## config.mk

```make
export PLATFORM = sky130hd
export DESIGN_NAME = wb_burst_master
export DESIGN_NICKNAME = d
export VERILOG_FILES = /design/src/rtl/wb_burst_master.sv
export SDC_FILE = /design/constraint.sdc
export NUM_CORES = 1
export LEC_CHECK = 0
export ABC_AREA = 0
export CORE_MARGIN = 4
export CORE_UTILIZATION = 36
export CTS_CLUSTER_DIAMETER = 30
export DETAILED_ROUTE_END_ITERATION = 8
export GPL_TIMING_DRIVEN = 1
export HOLD_SLACK_MARGIN = 0.12
export PLACE_DENSITY = 0.77
export SLEW_MARGIN = 10
export SYNTH_ARGS = -nofsm -noshare
export SYNTH_HDL_FRONTEND = slang
export SYNTH_SLANG_ARGS = --single-unit
```

## constraint.sdc

```tcl
create_clock -name clk -period 4.4 [get_ports clk]
set_clock_uncertainty 0.15 [all_clocks]
set_input_delay 1.1 -clock clk [delete_from_list [all_inputs] [get_ports clk]]
set_output_delay 1.1 -clock clk [all_outputs]
set_load 0.01 [all_outputs]
```

## src/rtl/wb_burst_master.sv

```systemverilog
// Wishbone B4 registered-feedback burst initiator: one command runs as a single
// linear incrementing burst, write data pulled from a stream, read data pushed to a stream.
//
// state  | meaning
// IDLE   | waiting for a command, cmd_ready high
// BURST  | bus cycle open, beats issued until the count reaches zero
// FINISH | command complete, done reported in the following cycle
module wb_burst_master #(
    parameter int ADR_W = 30,
    parameter int LEN_W = 8
) (
    input  logic             clk,
    input  logic             reset,
    input  logic             cmd_valid,
    output logic             cmd_ready,
    input  logic [ADR_W-1:0] cmd_adr,
    input  logic [LEN_W-1:0] cmd_len,
    input  logic             cmd_we,
    input  logic [31:0]      wr_dat,
    input  logic             wr_valid,
    output logic             wr_ready,
    output logic [31:0]      rd_dat,
    output logic             rd_valid,
    output logic             busy,
    output logic             done,
    output logic             err,
    output logic [ADR_W-1:0] wishbone_adr,
    output logic [31:0]      wishbone_dat_w,
    input  logic [31:0]      wishbone_dat_r,
    output logic             wishbone_cyc,
    output logic             wishbone_stb,
    input  logic             wishbone_ack,
    output logic             wishbone_we,
    output logic             wishbone_sel,
    output logic [2:0]       wishbone_cti,
    output logic [1:0]       wishbone_bte,
    input  logic             wishbone_err
);

    typedef enum logic [1:0] {IDLE, BURST, FINISH} state_t;

    state_t           state_q, state_d;
    logic [ADR_W-1:0] adr_q, adr_d;
    logic [LEN_W-1:0] rem_q, rem_d;
    logic             we_q, we_d;
    logic [31:0]      rd_dat_q, rd_dat_d;
    logic             rd_valid_q, rd_valid_d;
    logic             done_q, done_d;
    logic             err_q, err_d;

    logic             in_burst;
    logic             last_beat;
    logic             beat_ack;
    logic             beat_err;

    // Bus outputs derive from registered state; stb alone follows the write stream
    // so an empty stream becomes a master wait state without closing the cycle.
    assign in_burst       = (state_q == BURST);
    assign last_beat      = (rem_q == LEN_W'(1));
    assign wishbone_cyc   = in_burst;
    assign wishbone_stb   = in_burst & (~we_q | wr_valid);
    assign wishbone_we    = in_burst & we_q;
    assign wishbone_sel   = in_burst;
    assign wishbone_bte   = 2'b00;
    assign wishbone_cti   = in_burst ? (last_beat ? 3'b111 : 3'b010) : 3'b000;
    assign wishbone_adr   = adr_q;
    assign wishbone_dat_w = wr_dat;

    // err has priority over ack on the same beat
    assign beat_err = wishbone_stb & wishbone_err;
    assign beat_ack = wishbone_stb & wishbone_ack & ~wishbone_err;

    assign cmd_ready = (state_q == IDLE);
    assign busy      = in_burst;
    assign wr_ready  = beat_ack & we_q;
    assign rd_dat    = rd_dat_q;
    assign rd_valid  = rd_valid_q;
    assign done      = done_q;
    assign err       = err_q;

    // Next-state and datapath updates for the command sequencer
    always_comb begin
        state_d    = state_q;
        adr_d      = adr_q;
        rem_d      = rem_q;
        we_d       = we_q;
        rd_dat_d   = rd_dat_q;
        rd_valid_d = 1'b0;
        done_d     = 1'b0;
        err_d      = 1'b0;
        unique case (state_q)
            IDLE: begin
                if (cmd_valid) begin
                    if (cmd_len != '0) begin
                        adr_d   = cmd_adr;
                        rem_d   = cmd_len;
                        we_d    = cmd_we;
                        state_d = BURST;
                    end else begin
                        state_d = FINISH;
                    end
                end
            end
            BURST: begin
                if (beat_err) begin
                    rem_d   = '0;
                    err_d   = 1'b1;
                    state_d = IDLE;
                end else if (beat_ack) begin
                    adr_d = adr_q + ADR_W'(1);
                    rem_d = rem_q - LEN_W'(1);
                    if (!we_q) begin
                        rd_dat_d   = wishbone_dat_r;
                        rd_valid_d = 1'b1;
                    end
                    if (last_beat) begin
                        state_d = FINISH;
                    end
                end
            end
            FINISH: begin
                done_d  = 1'b1;
                state_d = IDLE;
            end
            default: state_d = IDLE;
        endcase
    end

    // State and output registers, cleared immediately by reset
    always_ff @(posedge clk or posedge reset) begin
        if (reset) begin
            state_q    <= IDLE;
            adr_q      <= '0;
            rem_q      <= '0;
            we_q       <= 1'b0;
            rd_dat_q   <= '0;
            rd_valid_q <= 1'b0;
            done_q     <= 1'b0;
            err_q      <= 1'b0;
        end else begin
            state_q    <= state_d;
            adr_q      <= adr_d;
            rem_q      <= rem_d;
            we_q       <= we_d;
            rd_dat_q   <= rd_dat_d;
            rd_valid_q <= rd_valid_d;
            done_q     <= done_d;
            err_q      <= err_d;
        end
    end

endmodule

```

==> impl_metrics.json <==
{
  "instances_no_fill": 699,
  "cts.sinks": 76,
  "cts_tree": "done",
  "place.gp.congestion": 0.790,
  "max_freq_ghz": 0.247,
  "cp_common_cell": "clkdlybuf4s50_1",
  "crit_type": "primary input to output port",
  "firstDrtPassIters": 5,
  "chipWidth_um": 117,
  "cp-start-kind": "primary input",
  "rows": 39,
  "num_vias": 3813,
  "synth_area_leaders": "dfrtp_1, mux2_2, buf_4",
  "synth_top_flop_cell": "dfrtp_1",
  "hold_depth": 1,
  "synth_cell_types": 57,
  "drt_iter0_drc": 254,
  "core_um2": 11500,
  "die_h_um": 117,
  "ctsLongestPathBuffers": 2,
  "viasPerCell": 5.45,
  "fillCellCount": 1027,
  "synth_simple_gate_area_share": 0.184,
  "syn_avg_cell_area_um2": 9.63,
  "tightest_slew_ns": 0.667,
  "path_max_fanout": 7,
  "regToRegSetupSlack_ns": 1.95,
  "cts_buffers": 9,
  "fin_crit_ns": 4.06,
  "finalSetupViolCount": 0,
  "setup_slack_ns": 0.344,
  "r2r_cells": 6,
  "grt_pass1_wl_um": 18900,
  "yosysSeqAreaShare": 0.449,
  "hold_violations": 0,
  "drv_cap": 0,
  "synthArstFlopShare": 1.00,
  "drt-wirelength-per-cell_um": 16.7,
  "worst_path_largest_cell_delay_ns": 0.53,
  "crit_chain": "clkdlybuf4s50_1 > nand2b_1 > and4b_1 > and2_1 > clkdlybuf4s50_1",
  "slew_violations": 0,
  "clock-root-buffer": "clkbuf_16",
  "ir_worst_vdd_v": 0.000489,
  "ctsResizeCount": 0,
  "synth_compound_area_frac": 0.178,
  "dp_cells": 684,
  "htreeDepth": 3,
  "synth_warnings": 0,
  "grt_max_degree": 60,
  "overflow": 0,
  "io_pins": 218,
  "synth_cells": 440,
  "cp-end-kind": "output port",
  "maxSlewHeadroom": 0.554,
  "place_hpwl_um": 8640,
  "post_cts_buffers": 0,
  "grt_pass1_vias": 3881,
  "wirelength_um": 11700,
  "insertion_delay_ns": 0.32,
  "cts_hold_buffers": 0,
  "worstHoldEndpoint": "rd_dat[18]",
  "cp_slowest_cell": "clkdlybuf4s50_1",
  "postRouteAntennaNets": 0,
  "synth_edf_count": 0,
  "fin_setup_tns_ns": 0,
  "syn-cell-area_um2": 4240,
  "nets": 664,
  "hp-start": "rd_dat[18]",
  "dieArea_um2": 13600,
  "area_growth_pct": 41.1,
  "synth-xor-area-share": 0,
  "synth_mux_area_frac": 0.0874,
  "hold_path.class": "flip-flop to flip-flop",
  "period_share": 0.922,
  "synthAdderAreaFrac": 0.00885,
  "gr-usage-all-layers": 0.175,
  "io_buffers": 151,
  "drive_above_1_share": 0.122,
  "cp-startpoint": "wr_valid",
  "r2r_end": "wishbone_adr[28]",
  "p_leak_uw": 0.00237,
  "clk_pin_slew_worst_paths_ns": 0.06,
  "rsz0062_at_grt": "false",
  "num_antenna_cells": 0,
  "worst_ep_required_time_ns": 3.15,
  "synth_top_area_share": 0.449,
  "worstReg2RegStart": "wishbone_adr[0]",
  "drc": 0,
  "antenna_found_initial": 0,
  "ys_seq_elements": 76,
  "outcome": "finished clean",
  "synth_top_cell_by_area": "dfrtp_1",
  "power_density_nw_per_um2": 738,
  "pre_cts_ws_ns": 0.332,
  "synth_top_family_by_area": "simple AND/OR/NAND/NOR gates",
  "start_util": 0.370,
  "arrival_ns": 2.81
}
[layout by cell type, fill, tap and decap left out, types with 2 or more instances in the layout]
| cell type | instances |
|---|---|
| o22ai_1 | 8 |
| a21o_1 | 2 |
| nand2_1 | 46 |
| nand4_1 | 11 |
| clkdlybuf4s50_1 | 151 |
| inv_1 | 4 |
| a21boi_0 | 2 |
| bufinv_16 | 4 |
| nor3_1 | 10 |
| or3_1 | 2 |
| nand3_1 | 9 |
| nor3b_1 | 4 |
| a41oi_1 | 2 |
| a22o_1 | 5 |
| buf_4 | 7 |
| nor4_2 | 3 |
| nand2b_1 | 2 |
| o2bb2ai_1 | 3 |
| nand3_2 | 2 |
| nor4_1 | 3 |
| a22oi_1 | 2 |
| dfrtp_1 | 76 |
| o21ai_0 | 27 |
| conb_1 | 2 |
| and3_1 | 6 |
| and2_1 | 5 |
| clkinv_4 | 2 |
| o22a_1 | 4 |
| a2bb2oi_1 | 4 |
| a21oi_1 | 41 |
| nor2_1 | 29 |
| a32oi_1 | 3 |
| a31oi_1 | 4 |
| ha_1 | 3 |
| clkbuf_16 | 9 |
| o31ai_1 | 4 |
| mux2_2 | 32 |
[logic make-up (layout without fill, tap and decap cells)]
group	count (synthesis)	in the layout
AND/OR/NAND/NOR	144	144
AO/OA/AOI/OAI	120	120
flip-flops	76	76
buffers and inverters	63	178
multiplexers	33	33
adder cells (fa/ha/maj)	3	3
other	1	2
[critical path: cells and delay by family]
family / cells / cell delay [ns]
buffers and inverters: 2 / 0.97
and+or+nand+nor: 3 / 0.73
[metal layers]
layer | vias to the layer above | GRT usage | part of all wire
met5 | - | 0 | 0
met4 | 0 | 0.0596 | 0.016
met3 | 20 | 0.0580 | 0.10
met2 | 180 | 0.290 | 0.48
met1 | 1822 | 0.213 | 0.41
li1 | 1791 | - | -
[stage by stage]
step / hold slack (ns) / cell area [um2] / power (uW) / util
after floorplan: 0.317 / 4240 / 2560 / -
after global placement: 0.339 / 5620 / 3460 / 0.490
after detailed placement: 0.346 / 5620 / 3540 / 0.490
after CTS: 0.359 / 5980 / 4470 / 0.522
after global routing: 0.371 / 5980 / 4760 / 0.522
final: 0.355 / 5980 / 4410 / 0.522
[worst max path at each step]
stage | end | slack [ns]
after floorplan | done | 1.21
after global placement | wr_ready | 0.37
after detailed placement | wr_ready | 0.33
after CTS | wr_ready | 0.33
after global routing | wr_ready | 0.25
final | wr_ready | 0.34
[final cells by class]
| type | count | area (um2) | area share |
|---|---|---|---|
| Multi-Input combinational cell | 302 | 1950 | 0.327 |
| Sequential cell | 76 | 1900 | 0.318 |
| Timing Repair Buffer | 158 | 1560 | 0.261 |
| Clock buffer | 9 | 225 | 0.0376 |
| Tap cell | 143 | 179 | 0.0299 |
| Clock inverter | 6 | 138 | 0.0230 |
| Inverter | 5 | 20.0 | 0.00335 |
[power breakdown]
part | total (uW) | internal (uW) | switching, uW
sequential | 1380 | 1040 | 341
clock | 898 | 610 | 288
combinational | 2130 | 1110 | 1020
total | 4410 | 2770 | 1650
[cell usage after synthesis, types with 4 or more instances]
cell type / n
dfrtp_1: 76
nand2_1: 46
a21oi_1: 41
buf_4: 38
mux2_2: 32
nor2_1: 29
o21ai_0: 27
nand4_1: 11
nor3_1: 10
clkbuf_1: 9
nand3_1: 9
buf_2: 8
o22ai_1: 8
and3_1: 6
a22o_1: 5
and2_1: 5
inv_1: 5
a2bb2oi_1: 4
a31oi_1: 4
nor3b_1: 4
o22a_1: 4
o31ai_1: 4
[sequential cells by signal (all words and copies together), names as in the netlist]
register and flops:
rd_dat 32, wishbone_adr 30, rem_q 8, state_q 2
done 1, err 1, rd_valid 1, we_q 1
No activity file was read; power rests on OpenSTA's default activity.
